==> src/rtl/adc_sdo_responder_pkg.sv <==
// ---------------------------------------------------------------------------
// adc_sdo_responder_pkg
//
// Shared definitions for the LTC2315-style serial ADC responder.
//
// Contents:
//   ADC_DATA_BITS   - default sample width
//   ADC_FRAME_BITS  - default number of SCK falling edges per frame
//   ADC_LEAD_ZEROS  - default number of zero bits sent ahead of the MSB
//   ADC_SYNC_STAGES - default depth of the SCK/CS input synchronisers
//   adc_state_t     - frame FSM state encoding (IDLE, SHIFT, TAIL)
// ---------------------------------------------------------------------------
package adc_sdo_responder_pkg;

    localparam int ADC_DATA_BITS   = 12;
    localparam int ADC_FRAME_BITS  = 16;
    localparam int ADC_LEAD_ZEROS  = 1;
    localparam int ADC_SYNC_STAGES = 2;

    // IDLE  : CS high, SDO held low, waiting for a CS fall
    // SHIFT : frame in progress, one bit shifted out per SCK fall
    // TAIL  : all bits sent, waiting for CS to rise to close the frame
    typedef enum logic [1:0] {
        IDLE  = 2'd0,
        SHIFT = 2'd1,
        TAIL  = 2'd2
    } adc_state_t;

endpackage : adc_sdo_responder_pkg

==> src/rtl/adc_sdo_responder_sync_edge_det.sv <==
// ---------------------------------------------------------------------------
// sync_edge_det
//
// Brings one asynchronous input into the clk domain through a STAGES-deep
// flip-flop chain, then compares the synchronised level against one more
// register stage to produce single-cycle rise/fall strobes.
//
// Ports:
//   clk      in  - sampling clock
//   reset    in  - synchronous, active-high; fills the chain with RESET_VAL
//   async_in in  - asynchronous input
//   level    out - synchronised level
//   rise     out - one-cycle strobe on a synchronised 0->1 transition
//   fall     out - one-cycle strobe on a synchronised 1->0 transition
// ---------------------------------------------------------------------------
module sync_edge_det
    import adc_sdo_responder_pkg::*;
#(
    parameter int   STAGES    = ADC_SYNC_STAGES,
    parameter logic RESET_VAL = 1'b1
) (
    input  logic clk,
    input  logic reset,
    input  logic async_in,
    output logic level,
    output logic rise,
    output logic fall
);

    localparam int                FILL_W    = $clog2(STAGES + 2);
    localparam logic [FILL_W-1:0] FILL_DONE = FILL_W'(STAGES + 1);

    logic [STAGES-1:0] chain;
    logic              prev;
    logic [FILL_W-1:0] fill_cnt;
    logic              primed;

    // After reset the chain and the edge register still hold RESET_VAL rather
    // than a real sample of the pin. Edges are suppressed until STAGES + 1
    // real samples have flowed through, so an input that was already at the
    // opposite level during reset does not look like a fresh transition.
    always_ff @(posedge clk) begin
        if (reset) begin
            chain    <= {STAGES{RESET_VAL}};
            prev     <= RESET_VAL;
            fill_cnt <= '0;
        end else begin
            chain[0] <= async_in;
            for (int i = 1; i < STAGES; i++) begin
                chain[i] <= chain[i-1];
            end
            prev <= chain[STAGES-1];
            if (fill_cnt != FILL_DONE) begin
                fill_cnt <= fill_cnt + FILL_W'(1);
            end
        end
    end

    assign primed = (fill_cnt == FILL_DONE);
    assign level  = chain[STAGES-1];
    assign rise   = primed &  level & ~prev;
    assign fall   = primed & ~level &  prev;

endmodule : sync_edge_det

==> src/rtl/adc_sdo_responder.sv <==
// ---------------------------------------------------------------------------
// adc_sdo_responder
//
// Far end of the ADC reader's SCK/CS/SDO link. Behaves like an LTC2315:
// on CS fall it loads a frame of LEAD_ZEROS zeros, a DATA_BITS sample and
// zero padding, then shifts one bit out per SCK falling edge. Samples come
// from a one-entry holding register or from an internal sawtooth.
//
// Ports:
//   clk_100      in   - sole clock
//   reset        in   - synchronous, active-high reset
//   adc_sck      in   - serial clock from the reader (asynchronous)
//   adc_cs       in   - active-low frame select (asynchronous)
//   adc_sdo      out  - serial data, 0 outside an active frame
//   adc_sdo_oe   out  - high while the synchronised CS is low
//   sample_data  in   - sample to transmit
//   sample_valid in   - sample_data is valid
//   sample_ready out  - holding register can accept a sample
//   pattern_en   in   - 1 selects the internal sawtooth (sampled at frame start)
//   frame_done   out  - one-cycle pulse when a complete frame ends
//   short_frame  out  - one-cycle pulse when CS rises before FRAME_BITS edges
//   underrun     out  - one-cycle pulse when a frame starts with no sample held
//   frame_count  out  - number of completed frames (wraps)
// ---------------------------------------------------------------------------
module adc_sdo_responder
    import adc_sdo_responder_pkg::*;
#(
    parameter int DATA_BITS   = ADC_DATA_BITS,
    parameter int FRAME_BITS  = ADC_FRAME_BITS,
    parameter int LEAD_ZEROS  = ADC_LEAD_ZEROS,
    parameter int SYNC_STAGES = ADC_SYNC_STAGES
) (
    input  logic                 clk_100,
    input  logic                 reset,
    input  logic                 adc_sck,
    input  logic                 adc_cs,
    output logic                 adc_sdo,
    output logic                 adc_sdo_oe,
    input  logic [DATA_BITS-1:0] sample_data,
    input  logic                 sample_valid,
    output logic                 sample_ready,
    input  logic                 pattern_en,
    output logic                 frame_done,
    output logic                 short_frame,
    output logic                 underrun,
    output logic [15:0]          frame_count
);

    localparam int               CNT_W    = $clog2(FRAME_BITS + 1);
    localparam logic [CNT_W-1:0] LAST_BIT = CNT_W'(FRAME_BITS - 1);

    adc_state_t state, next_state;

    logic sck_level, sck_rise, sck_fall;
    logic cs_level, cs_rise, cs_fall;
    logic unused_sck;

    logic [FRAME_BITS-1:0] shift_reg;
    logic [FRAME_BITS-1:0] frame_word;
    logic [CNT_W-1:0]      bit_cnt;
    logic [DATA_BITS-1:0]  hold_data;
    logic                  hold_full;
    logic [DATA_BITS-1:0]  last_sample;
    logic [DATA_BITS-1:0]  saw_cnt;
    logic [DATA_BITS-1:0]  tx_value;

    logic accept;
    logic frame_start;
    logic frame_end;
    logic short_end;
    logic shift_en;
    logic frame_underrun;

    logic frame_done_q;
    logic short_frame_q;
    logic underrun_q;
    logic [15:0] frame_count_q;

    sync_edge_det #(
        .STAGES    (SYNC_STAGES),
        .RESET_VAL (1'b1)
    ) u_sck_sync (
        .clk      (clk_100),
        .reset    (reset),
        .async_in (adc_sck),
        .level    (sck_level),
        .rise     (sck_rise),
        .fall     (sck_fall)
    );

    sync_edge_det #(
        .STAGES    (SYNC_STAGES),
        .RESET_VAL (1'b1)
    ) u_cs_sync (
        .clk      (clk_100),
        .reset    (reset),
        .async_in (adc_cs),
        .level    (cs_level),
        .rise     (cs_rise),
        .fall     (cs_fall)
    );

    // Only SCK falling edges move data; the level and rising strobe are unused.
    assign unused_sck = sck_level ^ sck_rise;

    assign sample_ready = ~pattern_en & ~hold_full;
    assign accept       = sample_valid & sample_ready;

    always_ff @(posedge clk_100) begin
        if (reset) begin
            state <= IDLE;
        end else begin
            state <= next_state;
        end
    end

    // A CS fall in TAIL means the CS high time was too short to be seen as a
    // rise, so the current frame is closed and a new one opened in one step.
    // A CS fall in SHIFT cannot happen while the synchronised CS is low and
    // is ignored.
    always_comb begin
        next_state  = state;
        frame_start = 1'b0;
        frame_end   = 1'b0;
        short_end   = 1'b0;
        shift_en    = 1'b0;
        case (state)
            IDLE: begin
                if (cs_fall) begin
                    next_state  = SHIFT;
                    frame_start = 1'b1;
                end
            end
            SHIFT: begin
                if (cs_rise) begin
                    next_state = IDLE;
                    short_end  = 1'b1;
                end else if (sck_fall) begin
                    shift_en = 1'b1;
                    if (bit_cnt == LAST_BIT) begin
                        next_state = TAIL;
                    end
                end
            end
            TAIL: begin
                if (cs_rise) begin
                    next_state = IDLE;
                    frame_end  = 1'b1;
                end else if (cs_fall) begin
                    next_state  = SHIFT;
                    frame_end   = 1'b1;
                    frame_start = 1'b1;
                end
            end
            default: begin
                next_state = IDLE;
            end
        endcase
    end

    // Sample chosen for a frame that starts this cycle. A sample accepted on
    // the very cycle of the CS fall goes straight out and bypasses the
    // holding register. With nothing available the previous sample is resent.
    always_comb begin
        tx_value       = last_sample;
        frame_underrun = 1'b0;
        if (pattern_en) begin
            tx_value = saw_cnt;
        end else if (accept) begin
            tx_value = sample_data;
        end else if (hold_full) begin
            tx_value = hold_data;
        end else begin
            frame_underrun = 1'b1;
        end
    end

    always_comb begin
        frame_word = '0;
        frame_word[FRAME_BITS-1-LEAD_ZEROS -: DATA_BITS] = tx_value;
    end

    always_ff @(posedge clk_100) begin
        if (reset) begin
            shift_reg     <= '0;
            bit_cnt       <= '0;
            hold_data     <= '0;
            hold_full     <= 1'b0;
            last_sample   <= '0;
            saw_cnt       <= '0;
            frame_count_q <= '0;
            frame_done_q  <= 1'b0;
            short_frame_q <= 1'b0;
            underrun_q    <= 1'b0;
        end else begin
            frame_done_q  <= frame_end;
            short_frame_q <= short_end;
            underrun_q    <= frame_start & frame_underrun;

            if (frame_end) begin
                frame_count_q <= frame_count_q + 16'd1;
            end

            if (frame_start) begin
                shift_reg   <= frame_word;
                bit_cnt     <= '0;
                last_sample <= tx_value;
                if (pattern_en) begin
                    saw_cnt <= saw_cnt + DATA_BITS'(1);
                end
            end else if (shift_en) begin
                shift_reg <= {shift_reg[FRAME_BITS-2:0], 1'b0};
                bit_cnt   <= bit_cnt + CNT_W'(1);
            end

            // Any non-pattern frame start drains the register, including the
            // same-cycle case where the incoming sample was sent directly.
            if (frame_start && !pattern_en) begin
                hold_full <= 1'b0;
            end else if (accept) begin
                hold_data <= sample_data;
                hold_full <= 1'b1;
            end
        end
    end

    assign adc_sdo     = (state == SHIFT) & shift_reg[FRAME_BITS-1];
    assign adc_sdo_oe  = ~cs_level;
    assign frame_done  = frame_done_q;
    assign short_frame = short_frame_q;
    assign underrun    = underrun_q;
    assign frame_count = frame_count_q;

endmodule : adc_sdo_responder

==> config.mk <==
export PLATFORM = sky130hd
export DESIGN_NAME = adc_sdo_responder
export DESIGN_NICKNAME = d
export VERILOG_FILES = /design/src/rtl/adc_sdo_responder_pkg.sv /design/src/rtl/adc_sdo_responder_sync_edge_det.sv /design/src/rtl/adc_sdo_responder.sv
export SDC_FILE = /design/constraint.sdc
export NUM_CORES = 1
export LEC_CHECK = 0
export BUFFER_PORTS_ARGS = -buffer_cell sky130_fd_sc_hd__buf_2
export CAP_MARGIN = 10
export CORE_MARGIN = 2
export CORE_UTILIZATION = 40
export CTS_CLUSTER_SIZE = 25
export DETAILED_ROUTE_END_ITERATION = 8
export HOLD_SLACK_MARGIN = 0.1
export PLACE_DENSITY = 0.57
export SYNTH_ARGS = -nofsm -noshare
export SYNTH_HDL_FRONTEND = slang
export SYNTH_SLANG_ARGS = --single-unit
==> constraint.sdc <==
create_clock -name clk_100 -period 3.3 [get_ports clk_100]
set_clock_uncertainty 0.2 [all_clocks]
set_input_delay 0.66 -clock clk_100 [delete_from_list [all_inputs] [get_ports clk_100]]
set_output_delay 0.66 -clock clk_100 [all_outputs]
set_load 0.005 [all_outputs]
After elaboration in Yosys (flattened, before gate mapping)
Index checks and enable logic that the tools add are counted.
{"block": "word_totals", "reg_bits": 86, "inputBits": 18, "out_inout_bits": 22, "wordCells": 82}
{"block": "classes", "addsub": 5, "n_eq_ne": 9, "mux": 23, "bitwise": 17, "n_reduce_logical": 10}
{"op": "$mux 12", "count": 3}
{"op": "$mux 15", "count": 2}
{"op": "$add 16x1->16 const B", "count": 1}
{"op": "$add 12x1->12 const B", "count": 1}
{"op": "$mux 1", "count": 11}
{"op": "$and 1x1->1", "count": 10}
{"op": "$mux 2", "count": 5}
{"op": "$not 1->1", "count": 7}
{"op": "$eq 2x2->1 const B", "count": 3}
{"op": "$ne 3x3->1 const B", "count": 2}
{"op": "$pmux 2 s3", "count": 1}
{"op": "$reduce_and 2->1", "count": 3}
{"op": "$reduce_or 2->1", "count": 3}
{"op": "$add 5x1->5 const B", "count": 1}
{"op": "$eq 5x4->1 const B", "count": 1}
{"op": "$add 2x1->2 const B", "count": 2}
{"op": "$ne 2x2->1 const B", "count": 2}
{"op": "$eq 2x1->1 const B", "count": 1}
{"op": "$logic_not 2->1", "count": 1}
{"op": "$pmux 1 s2", "count": 1}
{"op": "$reduce_bool 2->1", "count": 1}
{"op": "$logic_and 1x1->1", "count": 1}
{"op": "$logic_not 1->1", "count": 1}

Longest topological paths before layout
Gate-level depths: netlist of run 1.
{"block": "logic_depth", "depth_word": 9, "ltp_mapped": 8, "depth_no_buf": 5}

By module
Synthesis of run 1 repeated with hierarchy kept, for this count alone.
{"block": "hier_totals", "hier_cells": 426, "area_unflattened_um2": 3833.7}
{"module": "adc_sdo_responder", "n_inst": 1, "cells_each": 394, "area_each_um2": 3483.3, "seq_area_each_um2": 1521.5}
{"module": "sync_edge_det", "n_inst": 2, "cells_each": 16, "area_each_um2": 175.2, "seq_area_each_um2": 100.1}

Worst setup path after synthesis of run 1
Ideal clock, no wire load.
{"block": "synth_path", "path_kind": "in2reg", "from": "input sample_valid", "to": "register shift_reg[10]", "setup_ns": 0.118, "arrival_ns": 1.835, "t_required_ns": 2.982, "path_slack_ns": 1.147, "path_stages": 6, "n_path_buf": 2, "cell_sequence": "clkbuf_1 buf_2 mux2_2 o211ai_1 a21oi_1 a21boi_1"}
{"block": "synth_via", "elab_chain_cells": 4}
{"item": "from (decl)", "line_no": "adc_sdo_responder.sv:40", "text": "input logic sample_valid,"}
{"item": "$and 1x1->1", "line_no": "adc_sdo_responder.sv:107", "text": "assign accept = sample_valid & sample_ready;"}
{"item": "$mux 12", "line_no": "adc_sdo_responder.sv:169", "text": "end else if (accept) begin"}
{"item": "$mux 12", "line_no": "adc_sdo_responder.sv:167", "text": "if (pattern_en) begin"}
{"item": "$mux 15", "line_no": "adc_sdo_responder.sv:204", "text": "if (frame_start) begin"}
{"item": "to (signal assigned)", "line_no": "adc_sdo_responder.sv:205", "text": "shift_reg <= frame_word;"}
{"item": "to (signal assigned)", "line_no": "adc_sdo_responder.sv:212", "text": "shift_reg <= {shift_reg[FRAME_BITS-2:0], 1'b0};"}
{"item": "to (decl)", "line_no": "adc_sdo_responder.sv:58", "text": "logic [FRAME_BITS-1:0] shift_reg;"}
No other way between the ends.
A chain may end at the register's enable or synchronous reset.

Final worst setup path of run 1
{"block": "layout_path", "from": "register u_cs_sync.fill_cnt[0]", "to": "register hold_data[5]"}
{"block": "layout_via", "elab_chain_cells": 9, "elab_cells_between_ends": 11, "cone_classes": "1 x eq/ne; 3 x mux; 5 x bitwise; 2 x reduce/logical"}
{"item": "from (decl)", "line_no": "adc_sdo_responder_sync_edge_det.sv:35", "text": "logic [FILL_W-1:0] fill_cnt;"}
{"item": "from (signal assigned)", "line_no": "adc_sdo_responder_sync_edge_det.sv:54", "text": "fill_cnt <= fill_cnt + FILL_W'(1);"}
{"item": "$eq 2x2->1 *", "line_no": "adc_sdo_responder_sync_edge_det.sv:59", "text": "assign primed = (fill_cnt == FILL_DONE);"}
{"item": "$and 1x1->1 (2 in a row)", "line_no": "adc_sdo_responder_sync_edge_det.sv:62", "text": "assign fall = primed & ~level & prev;"}
{"item": "$mux 1", "line_no": "adc_sdo_responder.sv:129, adc_sdo_responder.sv:149"}
{"item": "$mux 1", "line_no": "adc_sdo_responder.sv:146", "text": "if (cs_rise) begin"}
{"item": "$pmux 1 s2 *", "line_no": "adc_sdo_responder.sv:127", "text": "case (state)"}
{"item": "$logic_and 1x1->1 *", "line_no": "adc_sdo_responder.sv:218", "text": "if (frame_start && !pattern_en) begin"}
{"item": "$not 1->1 (no source line) *"}
{"item": "$reduce_and 2->1 (no source line) *"}
{"item": "to (signal assigned)", "line_no": "adc_sdo_responder.sv:221", "text": "hold_data <= sample_data;"}
{"item": "to (decl)", "line_no": "adc_sdo_responder.sv:61", "text": "logic [DATA_BITS-1:0] hold_data;"}
Mark *: on every way between the ends. The rest lies on a longest branch, timed or not.

==> metrics.yaml, run 1 <==
max_freq_mhz: 417.3
placedCellCount: 575
pin_count: 40
holdCritPathClass: "flip-flop to flip-flop"
r2r-start: "u_cs_sync.fill_cnt[0]"
route.vias.total: 3050
largest_reg_flops: 16
post-synth-top-area-fraction_pct: 44.73
number_of_gates_given_a_new_drive_strength_after_cts: 0
ys_dominant_reg_cell: "dfxtp_1"
maxCapViolations: 0
p_leak_nw: 1.668
post_cts_clock_slew_at_the_launch_and_capture_registers_of_the_worst_setup_and_hold_paths_ns: 0.08
tightest_slew_ns: 0.7909
status: "finished clean"
power.density_cell_area_nw_per_um2: 452.0
number_of_flops_mapped_to_enable_cells_by_yosys: 0
cts_htree_levels: 3
whs_endpoint: "u_cs_sync.chain[1]"
slew_headroom_pct: 47.13
critical_path.n_buffers_inverters: 1
finalWirelength_um: 8146
layout-area-overhead-vs-synth_pct: 12.03
routedWlPerCell_um: 13.78
drt_pre_antenna_iters: 4
cts.path.max_buffers: 2
initial_standard_cell_utilization_of_the_core_pct: 41.46
cpMaxStageDelayCell: "nand3_1"
timing.final.ws_setup_ns: 0.9034
rows: 35
setup_viol_count_final: 0
crit-reg2reg-capture: "hold_data[5]"
share_of_post_route_cells_with_drive_strength_above_1_pct: 17.10
post_detailed_route_drc_marker_count: 0
min_from: "u_cs_sync.chain[0]"
synth_cell_types: 49
netlist_area_um2: 3849
final.period_utilization_pct: 72.62
gp_congestion: 0.8096
cts_made_buffers: 9
place_ws_ns: 0.8601
die_width_um: 102.1
worst_ep_required_time_ns: 3.32
postRouteAntennaNets: 0
synth.net_count: 453
global_route.overflow_total: 0
num_antenna_cells: 0
cts_root_buffer: "clkbuf_8"
cp_slowest_stage_delay_ns: 0.59
critical_path.max_fanout: 18
sum_of_internal_switching_and_leakage_power_w: 0.001949
drt-initial-drc-count: 129
worst-path-stages: 6
seq_area_frac_synth_pct: 44.73
floorplan.die_area_um2: 10420
cp-start-kind: "flip-flop"
clock_sink_count: 86
grt_start_max_net_pins: 39
slew_viol_final: 0
tritoncts: "yes"
yosysWarnings: 0
die_h_um: 102.1
hold-path-cell-count: 1
wire_length_of_the_first_global_routing_pass_um: 13680
via_per_inst: 5.161
setup.worst_path.class: "flip-flop to flip-flop"
cts_setup_buffers: 0
worst-r2r-setup-slack_ns: 0.90
arrival_ns: 2.42
synthDominantAreaCellType: "dfxtp_1"
postCtsHoldBufs: 0
number_of_global_route_vias_before_repair: 2856
yosys_register_bits: 86
rsz_0062_raised_after_global_routing: "no"
core_area_um2: 9284
synth_area_per_cell_um2: 8.971
syn_inst: 429
detailedPlacementHpwl_um: 5555
vdd_ir_drop_max_uv: 182.1
r2r_cells: 6
grt_use_total_pct: 16.62
port-buffer-count: 39
fin_tns_setup_ns: 0
critical_path.cell_chain: "ha_1 -> nand4bb_1 -> buf_4 -> nand3_1 -> mux2i_1 -> nor2_1"
kind_of_end_point_of_the_critical_path: "flip-flop"
clock_insertion_delay_worst_skew_ns: 0.35
postSynth.asyncResetShare_pct: 0
finalWorstPathRequiredPeriod_ns: 2.397
ys_top_cells_by_area: "dfxtp_1 (45%), a21oi_1 (6.9%), mux2i_1 (3.9%), nor2_1 (3.5%), mux2_2 (2.9%)"
top_delay_family_on_crit_path: "simple AND/OR/NAND/NOR gates"
stdcell_count: 591
utilization_pct: 46.44
layout.nets: 481
timing.final.hold_violations: 0
grt_antenna_before_repair: 0
[cell usage after synthesis (all sizes together), types with 11 or more instances]
library cell / instances
dfxtp: 86
a21oi: 53
nor2: 36
nand2: 30
clkbuf: 16
mux2i: 15
nand2b: 13
nand3: 13
o211ai: 13
buf: 12
a21boi: 11
mux2: 11
o21a: 11
[placed cells by master, fill, tap and decap left out, types with 3 or more instances in the layout]
master,synthesis,routed
a21boi_1,11,11
a21oi_1,53,53
and3_1,3,3
buf_2,7,39
buf_4,0,6
clkbuf_1,16,3
clkbuf_8,0,9
dfxtp_1,86,86
ha_1,6,6
inv_1,9,9
mux2_2,10,10
mux2i_1,15,15
nand2_1,30,30
nand2b_1,13,13
nand3_1,11,11
nand4_1,7,7
nor2_1,36,36
nor2b_1,3,3
nor3_1,5,5
nor4_1,3,3
o211ai_1,13,13
o21a_1,11,11
o21ai_0,5,5
o31ai_1,7,7
or2_2,7,7
or3_1,5,5
or4_1,8,8
xnor2_1,10,10
xor2_1,9,9
[final cells by class]
class,count,area [um^2]
multi-input combinational,305,1968
tap,129,161.4
sequential,86,1722
fill,946,4972
inverter,10,37.54
clock buffer,12,135.1
clock inverter,4,47.55
timing repair buffer,45,240.2
[power by group]
group | switching, W | leakage [nW] | total, W | internal [W]
logic | 0.0000836 | 0.881 | 0.000150 | 0.0000664
clock network | 0.000370 | 0.0904 | 0.000719 | 0.000349
registers | 0.0000152 | 0.697 | 0.00108 | 0.00106
total | 0.000469 | 1.67 | 0.00195 | 0.00148
[layer usage]
layer  share of wire (%)  GRT usage [%]  vias up
li1                    -              -     1568
met1                  50          22.84     1421
met2                  45          25.46       52
met3                 3.3          4.651        9
met4                 1.6          5.231        0
met5                   0              0        -
[per-stage QoR]
step                      cell area (um^2)  hold slack [ns]
after floorplan                       3849           0.1895
after CTS                             4312           0.2175
after detailed placement              4129           0.1963
final                                 4312           0.2153
after global routing                  4312           0.2470
after global placement                4129           0.1943
[worst max path at each step]
stage                           from            end  slack (ns)
2_1_floorplan           sample_valid  shift_reg[10]        1.15
3_3_place_gp              pattern_en   hold_data[3]        0.94
3_5_place_dp              pattern_en   hold_data[2]        0.86
4_1_cts        u_cs_sync.fill_cnt[0]   hold_data[5]        0.91
5_1_grt        u_cs_sync.fill_cnt[0]   hold_data[1]        0.72
6_report       u_cs_sync.fill_cnt[0]   hold_data[5]        0.90
[cell families (layout without fill, tap and decap cells)]
family                   count (synthesis)  after routing  synth area share, %
adder cells (fa/ha/maj)                  6              6                1.951
buffers and inverters                   38             71                4.128
multiplexers                            26             26                7.120
AND/OR/NAND/NOR                        148            148                20.77
AO/OA/AOI/OAI                          106            106                16.97
XOR/XNOR                                19             19                4.324
flip-flops                              86             86                44.73
Note: power is estimated with default switching activity, not from simulation.
==> run 2, diff against run 1 <==
- clock period: 3.3 -> 2.3 ns (I/O delays scaled with it)
==> run 2 against run 1 <==
Maximum frequency grew 12%. Core utilization grew 1.9 points. Via count grew 2.0%. Setup slack lost 0.75 ns. Global-route usage grew 0.17 points.
==> metrics.yaml, run 2 (same netlist as run 1, synthesis figures left out) <==
placedCellCount: 587  # +2.1%
arrival_ns: 2.24  # -0.18 ns
status: "finished clean"
holdCritPathClass: "input port to flip-flop"
route.vias.total: 3112  # +2.0%
via_per_inst: 5.152  # -0.16%
largest_reg_flops: 16  # unchanged
met1_usage_pct: 21.35  # -1.5 points
grt_use_met2_pct: 28.44  # +3.0 points
drt_pre_antenna_iters: 4  # unchanged
gp_congestion: 0.7813  # -3.5%
cpMaxStageDelayCell: "or4_1"
postRouteAntennaNets: 0  # unchanged
pin_count: 40  # unchanged
gr-usage-met3_pct: 4.104  # -0.55 points
power.density_cell_area_nw_per_um2: 681.9  # +51%
num_antenna_cells: 0  # unchanged
p_leak_nw: 1.766  # +5.9%
rsz_0062_raised_after_global_routing: "no"
clock_sink_count: 86  # unchanged
fin_tns_setup_ns: 0  # unchanged
r2r-start: "u_cs_sync.fill_cnt[0]"
layout-area-overhead-vs-synth_pct: 16.51
stdcell_count: 604  # +2.2%
finalWirelength_um: 8189  # +0.53%
grt_antenna_before_repair: 0  # unchanged
finalWorstPathRequiredPeriod_ns: 2.148  # -0.2488 ns
final.period_utilization_pct: 93.38  # +21 points
timing.final.hold_violations: 0  # unchanged
cp_slowest_stage_delay_ns: 0.58  # about the same
grt_start_max_net_pins: 27  # -31%
routedWlPerCell_um: 13.56  # -1.6%
setup_viol_count_final: 0  # unchanged
min_from: "sample_data[11]"
critical_path.cell_chain: "ha_1 -> and4b_1 -> nand3_1 -> or4_1 -> a21oi_1"
post_detailed_route_drc_marker_count: 0  # unchanged
grt_use_total_pct: 16.80  # +0.17 points
maxCapViolations: 0  # unchanged
vdd_ir_drop_max_uv: 516.4  # +180%
cts_root_buffer: "clkbuf_8"
cp-start-kind: "flip-flop"
clock_insertion_delay_worst_skew_ns: 0.35  # about the same
layout_commonest_cell: "dfxtp_1"
top_usage_layer: "met2"
tritoncts: "yes"
initial_standard_cell_utilization_of_the_core_pct: 41.46  # unchanged
core_area_um2: 9284  # unchanged
critical_path.max_fanout: 12  # -6
top_library_cells_by_usage_in_the_layout_fill_and_taps_aside: "dfxtp_1 (86), a21oi_1 (53), buf_2 (39)"
global_route.overflow_total: 0  # unchanged
rows: 35  # unchanged
detailedPlacementHpwl_um: 5912  # +6.4%
max_freq_mhz: 465.6  # +12%
die_h_um: 102.1  # unchanged
port-buffer-count: 39  # unchanged
drt-initial-drc-count: 83  # -36%
setup.worst_path.class: "flip-flop to flip-flop"
slew_viol_final: 0  # unchanged
tightest_slew_ns: 0.4622  # -0.3287 ns
worst_ep_required_time_ns: 2.39  # -0.93 ns
die_width_um: 102.1  # unchanged
crit_start: "u_cs_sync.fill_cnt[0]"
number_of_global_route_vias_before_repair: 2994  # +4.8%
cts.path.max_buffers: 2  # unchanged
post_cts_clock_slew_at_the_launch_and_capture_registers_of_the_worst_setup_and_hold_paths_ns: 0.09  # about the same
wire_length_of_the_first_global_routing_pass_um: 13880  # +1.4%
share_of_post_route_cells_with_drive_strength_above_1_pct: 19.58  # +2.5 points
kind_of_end_point_of_the_critical_path: "flip-flop"
layout.nets: 495  # +2.9%
cts_htree_levels: 3  # unchanged
cts_made_buffers: 9  # unchanged
slew_headroom_pct: 69.19  # +22 points
floorplan.die_area_um2: 10420  # unchanged
-- run 2: worst paths after layout --
| path | endpoint | slack (ns) | cells past startpoint |
|---|---|---|---|
| setup / recovery | frame_count[7] | 0.15 | 5 |
| hold reg to reg | u_cs_sync.chain[1] | 0.21 | 1 |
| setup reg to reg | frame_count[7] | 0.15 | 5 |
| hold / removal | hold_data[11] | 0.15 | 3 |
-- run 2: layout make-up --
type / count / area [um^2]
fillers: 957 / 4800
multi-input cells: 305 / 1968
flip-flops and latches: 86 / 1722
repair buffers: 59 / 350.3
well taps: 129 / 161.4
clock buffers: 10 / 137.6
clock inverters: 5 / 107.6
inverters: 10 / 37.54
-- run 2: where the power goes --
group / switching (W) / internal, W
combinational: 0.000121 / 0.000106
sequential: 0.0000213 / 0.00153
clock: 0.000533 / 0.000749
total: 0.000675 / 0.00238
-- run 2: worst max-delay path: cells and delay by family, from the launching register on --
family,cells,cell delay [ns]
AOI/OAI and AO/OA,1,0.14
adders and majority gates,1,0.28
DFF,1,0.35
and+or+nand+nor,3,1.11
-- run 2: per-layer routing --
metal	up-vias	wire [um]	share of wire (%)
met5	-	0	0
met2	47	3960	48
met4	0	111	1.4
met1	1458	3813	47
li1	1597	-	-
met3	10	304	3.7
-- run 2: timing repair --
item | in CTS | in global routing
hold buffers | 2 | 0
gates resized for setup | 0 | 0
buffers inserted | 0 | 0
endpoints found under the hold margin | 2 | 0
-- run 2: metrics by stage --
| step | hold slack (ns) | util, % | total power (W) | setup slack [ns] | instance area (um^2) |
|---|---|---|---|---|---|
| 6_report | 0.1534 | 48.30 | 0.003058 | 0.1523 | 4484 |
| 5_1_grt | 0.1733 | 48.30 | 0.003181 | 0.01222 | 4484 |
| 4_1_cts | 0.1385 | 48.30 | 0.003097 | 0.1473 | 4484 |
| 3_5_place_dp | 0.2034 | 45.44 | 0.001812 | 0.1626 | 4219 |
| 3_3_place_gp | 0.1989 | 45.44 | 0.001804 | 0.2017 | 4219 |
| 2_1_floorplan | 0.1895 | - | 0.001742 | 0.3264 | 3849 |
==> run 3, diff against run 2 <==
- PLACE_DENSITY: 0.57 -> 0.59
- clock period: 2.3 -> 1.95 ns (I/O delays scaled with it)
==> run 3 against run 2 <==
The run now ends with negative setup slack left. Final cell count rose by 6.5%. Sequential power rose by 19%. Cell area grew 9.2%. Via count rose by 6.1%. Critical path depth unchanged. Sequential share of layout area shrank 3.0 points. Largest cell class unchanged. Clock power rose by 12%.
==> metrics.yaml, run 3 (same netlist as run 1, synthesis figures left out) <==
status: "complete, but fails checks"
failed_checks: "negative setup slack"
finalWorstPathRequiredPeriod_ns: 1.975  # -0.1723 ns
num_antenna_cells: 0  # unchanged
timing.final.hold_violations: 0  # unchanged
die_h_um: 102.1  # unchanged
arrival_ns: 2.07  # -0.17 ns
top_delay_family_on_crit_path: "simple AND/OR/NAND/NOR gates"
clock_insertion_delay_worst_skew_ns: 0.36  # about the same
layout_commonest_cell: "dfxtp_1"
power_switching_w: 0.0008281  # +23%
routedWlPerCell_um: 13.88  # +2.4%
tritoncts: "yes"
cts_htree_levels: 3  # unchanged
setup_viol_count_final: 1  # +1
power.clock.fraction_pct: 40.2  # -1.7 points
top_library_cells_by_usage_in_the_layout_fill_and_taps_aside: "dfxtp_1 (80), a21oi_1 (50), buf_4 (40)"
largest_reg_flops: 16  # unchanged
core_area_um2: 9284  # unchanged
maxCapViolations: 0  # unchanged
via_per_inst: 5.134  # -0.36%
sum_of_internal_switching_and_leakage_power_w: 0.003576  # +17%
kind_of_end_point_of_the_critical_path: "flip-flop"
drt-initial-drc-count: 113  # +36%
placedCellCount: 608  # +3.6%
pin_count: 40  # unchanged
grt_use_total_pct: 17.79  # +0.99 points
utilization_pct: 52.72  # +4.4 points
setup.worst_path.class: "flip-flop to flip-flop"
slew_headroom_pct: 63.97  # -5.2 points
cpMaxStageDelayCell: "or4_4"
floorplan.die_area_um2: 10420  # unchanged
final.period_utilization_pct: 101.3  # +7.9 points
max_freq_mhz: 506.2  # +8.7%
layout.nets: 533  # +7.7%
cts.path.max_buffers: 2  # unchanged
route.vias.total: 3301  # +6.1%
global_route.overflow_total: 0  # unchanged
p_leak_nw: 1.960  # +11%
gp_congestion: 0.7971  # +2.0%
grt_start_max_net_pins: 29  # +7.4%
internal_power_consumption_w: 0.002748  # +15%
critical_path.cell_chain: "nand3_2 -> or4_4 -> buf_6 -> or4_4 -> a21oi_2"
timing.final.ws_setup_ns: -0.02547  # -0.1777 ns
switching_share_pct: 23.16  # +1.1 points
detailedPlacementHpwl_um: 6307  # +6.7%
worst-r2r-setup-slack_ns: -0.03  # -0.18 ns
rows: 35  # unchanged
power.density_cell_area_nw_per_um2: 730.6  # +7.1%
power.share.combinational_pct: 8.4  # +1.0 points
finalWirelength_um: 8926  # +9.0%
vdd_ir_drop_max_uv: 346.2  # -33%
cp_slowest_stage_delay_ns: 0.57  # about the same
post_cts_clock_slew_at_the_launch_and_capture_registers_of_the_worst_setup_and_hold_paths_ns: 0.09  # about the same
rsz_0062_raised_after_global_routing: "yes"
postRouteAntennaNets: 0  # unchanged
slew_viol_final: 0  # unchanged
crit_top_cell: "or4_4"
port-buffer-count: 39  # unchanged
tightest_slew_ns: 0.5404  # +0.07822 ns
clock_sink_count: 86  # unchanged
stdcell_count: 643  # +6.5%
critical_path.max_fanout: 6  # -6
holdCritPathClass: "input port to flip-flop"
wire_length_of_the_first_global_routing_pass_um: 14520  # +4.7%
share_of_post_route_cells_with_drive_strength_above_1_pct: 26.85  # +7.3 points
cts_made_buffers: 9  # unchanged
initial_standard_cell_utilization_of_the_core_pct: 41.46  # unchanged
drt_pre_antenna_iters: 4  # unchanged
seq_power_share_pct: 51.3  # +0.7 points
fillCellCount: 906  # -5.3%
post_detailed_route_drc_marker_count: 0  # unchanged
cp-start-kind: "flip-flop"
layout-area-overhead-vs-synth_pct: 27.18
critical_path.n_buffers_inverters: 1  # +1
grt_antenna_before_repair: 0  # unchanged
die_width_um: 102.1  # unchanged
cts_root_buffer: "clkbuf_8"
worst_ep_required_time_ns: 2.05  # -0.34 ns
number_of_global_route_vias_before_repair: 3137  # +4.8%
-- run 3: power groups by stage --
stage	sequential (W)	combinational [W]	clock, W
after global routing	0.00184	0.000341	0.00155
after detailed placement	0.00187	0.000279	0
after floorplan	0.00186	0.000193	0
after CTS	0.00183	0.000301	0.00148
after global placement	0.00187	0.000271	0
final	0.00184	0.000302	0.00144
-- run 3: metal layers --
metal,wire length (um),track usage (%),vias to the layer above
met2,4376,30.26,47
met1,4077,21.82,1561
met3,320,4.309,12
li1,-,-,1681
met4,153,6.769,0
met5,0,0,-
-- run 3: repair_timing --
action	in CTS	in global routing
hold buffers	13	0
buffers inserted	0	6
pin swaps	0	4
cloned	0	0
endpoints found under the setup margin	2	13
resized for setup	4	20
endpoints found under the hold margin	13	0
-- run 3: area by class of cell --
cell class	count	area, um^2	area share, %
clock buffers	11	151.4	3.093
repair buffers	97	708.2	14.47
clock inverters	5	81.33	1.662
multi-input cells	305	2023	41.33
inverters	10	37.54	0.7669
flip-flops and latches	86	1732	35.38
well taps	129	161.4	3.298
-- run 3: per-stage QoR --
step,instance area (um^2),setup WS [ns],hold WS [ns],setup TNS [ns]
floorplan,3855,0.004716,0.1895,0
global placement,4414,0.02409,0.1971,0
detailed placement,4414,-0.002171,0.1975,-0.002171
CTS,4788,0.005920,0.1146,0
global route,4895,-0.05048,0.1599,-0.08984
finish,4895,-0.02547,0.1276,-0.02547
-- run 3: worst register-to-register path, delay by kind of cell, from the launching register on --
kind                   cells  cell delay [ns]
and+or+nand+nor            3             1.08
DFF                        1             0.35
AOI/OAI and AO/OA          1             0.13
buffers and inverters      1             0.15
-- run 3: worst paths after layout --
kind / endpoint / cells after the start / from
setup reg to reg: frame_count[13] / 5 / frame_count[4]
setup / recovery: frame_count[13] / 5 / frame_count[4]
hold / removal: hold_data[1] / 3 / sample_data[1]
hold reg to reg: u_cs_sync.chain[1] / 1 / u_cs_sync.chain[0]
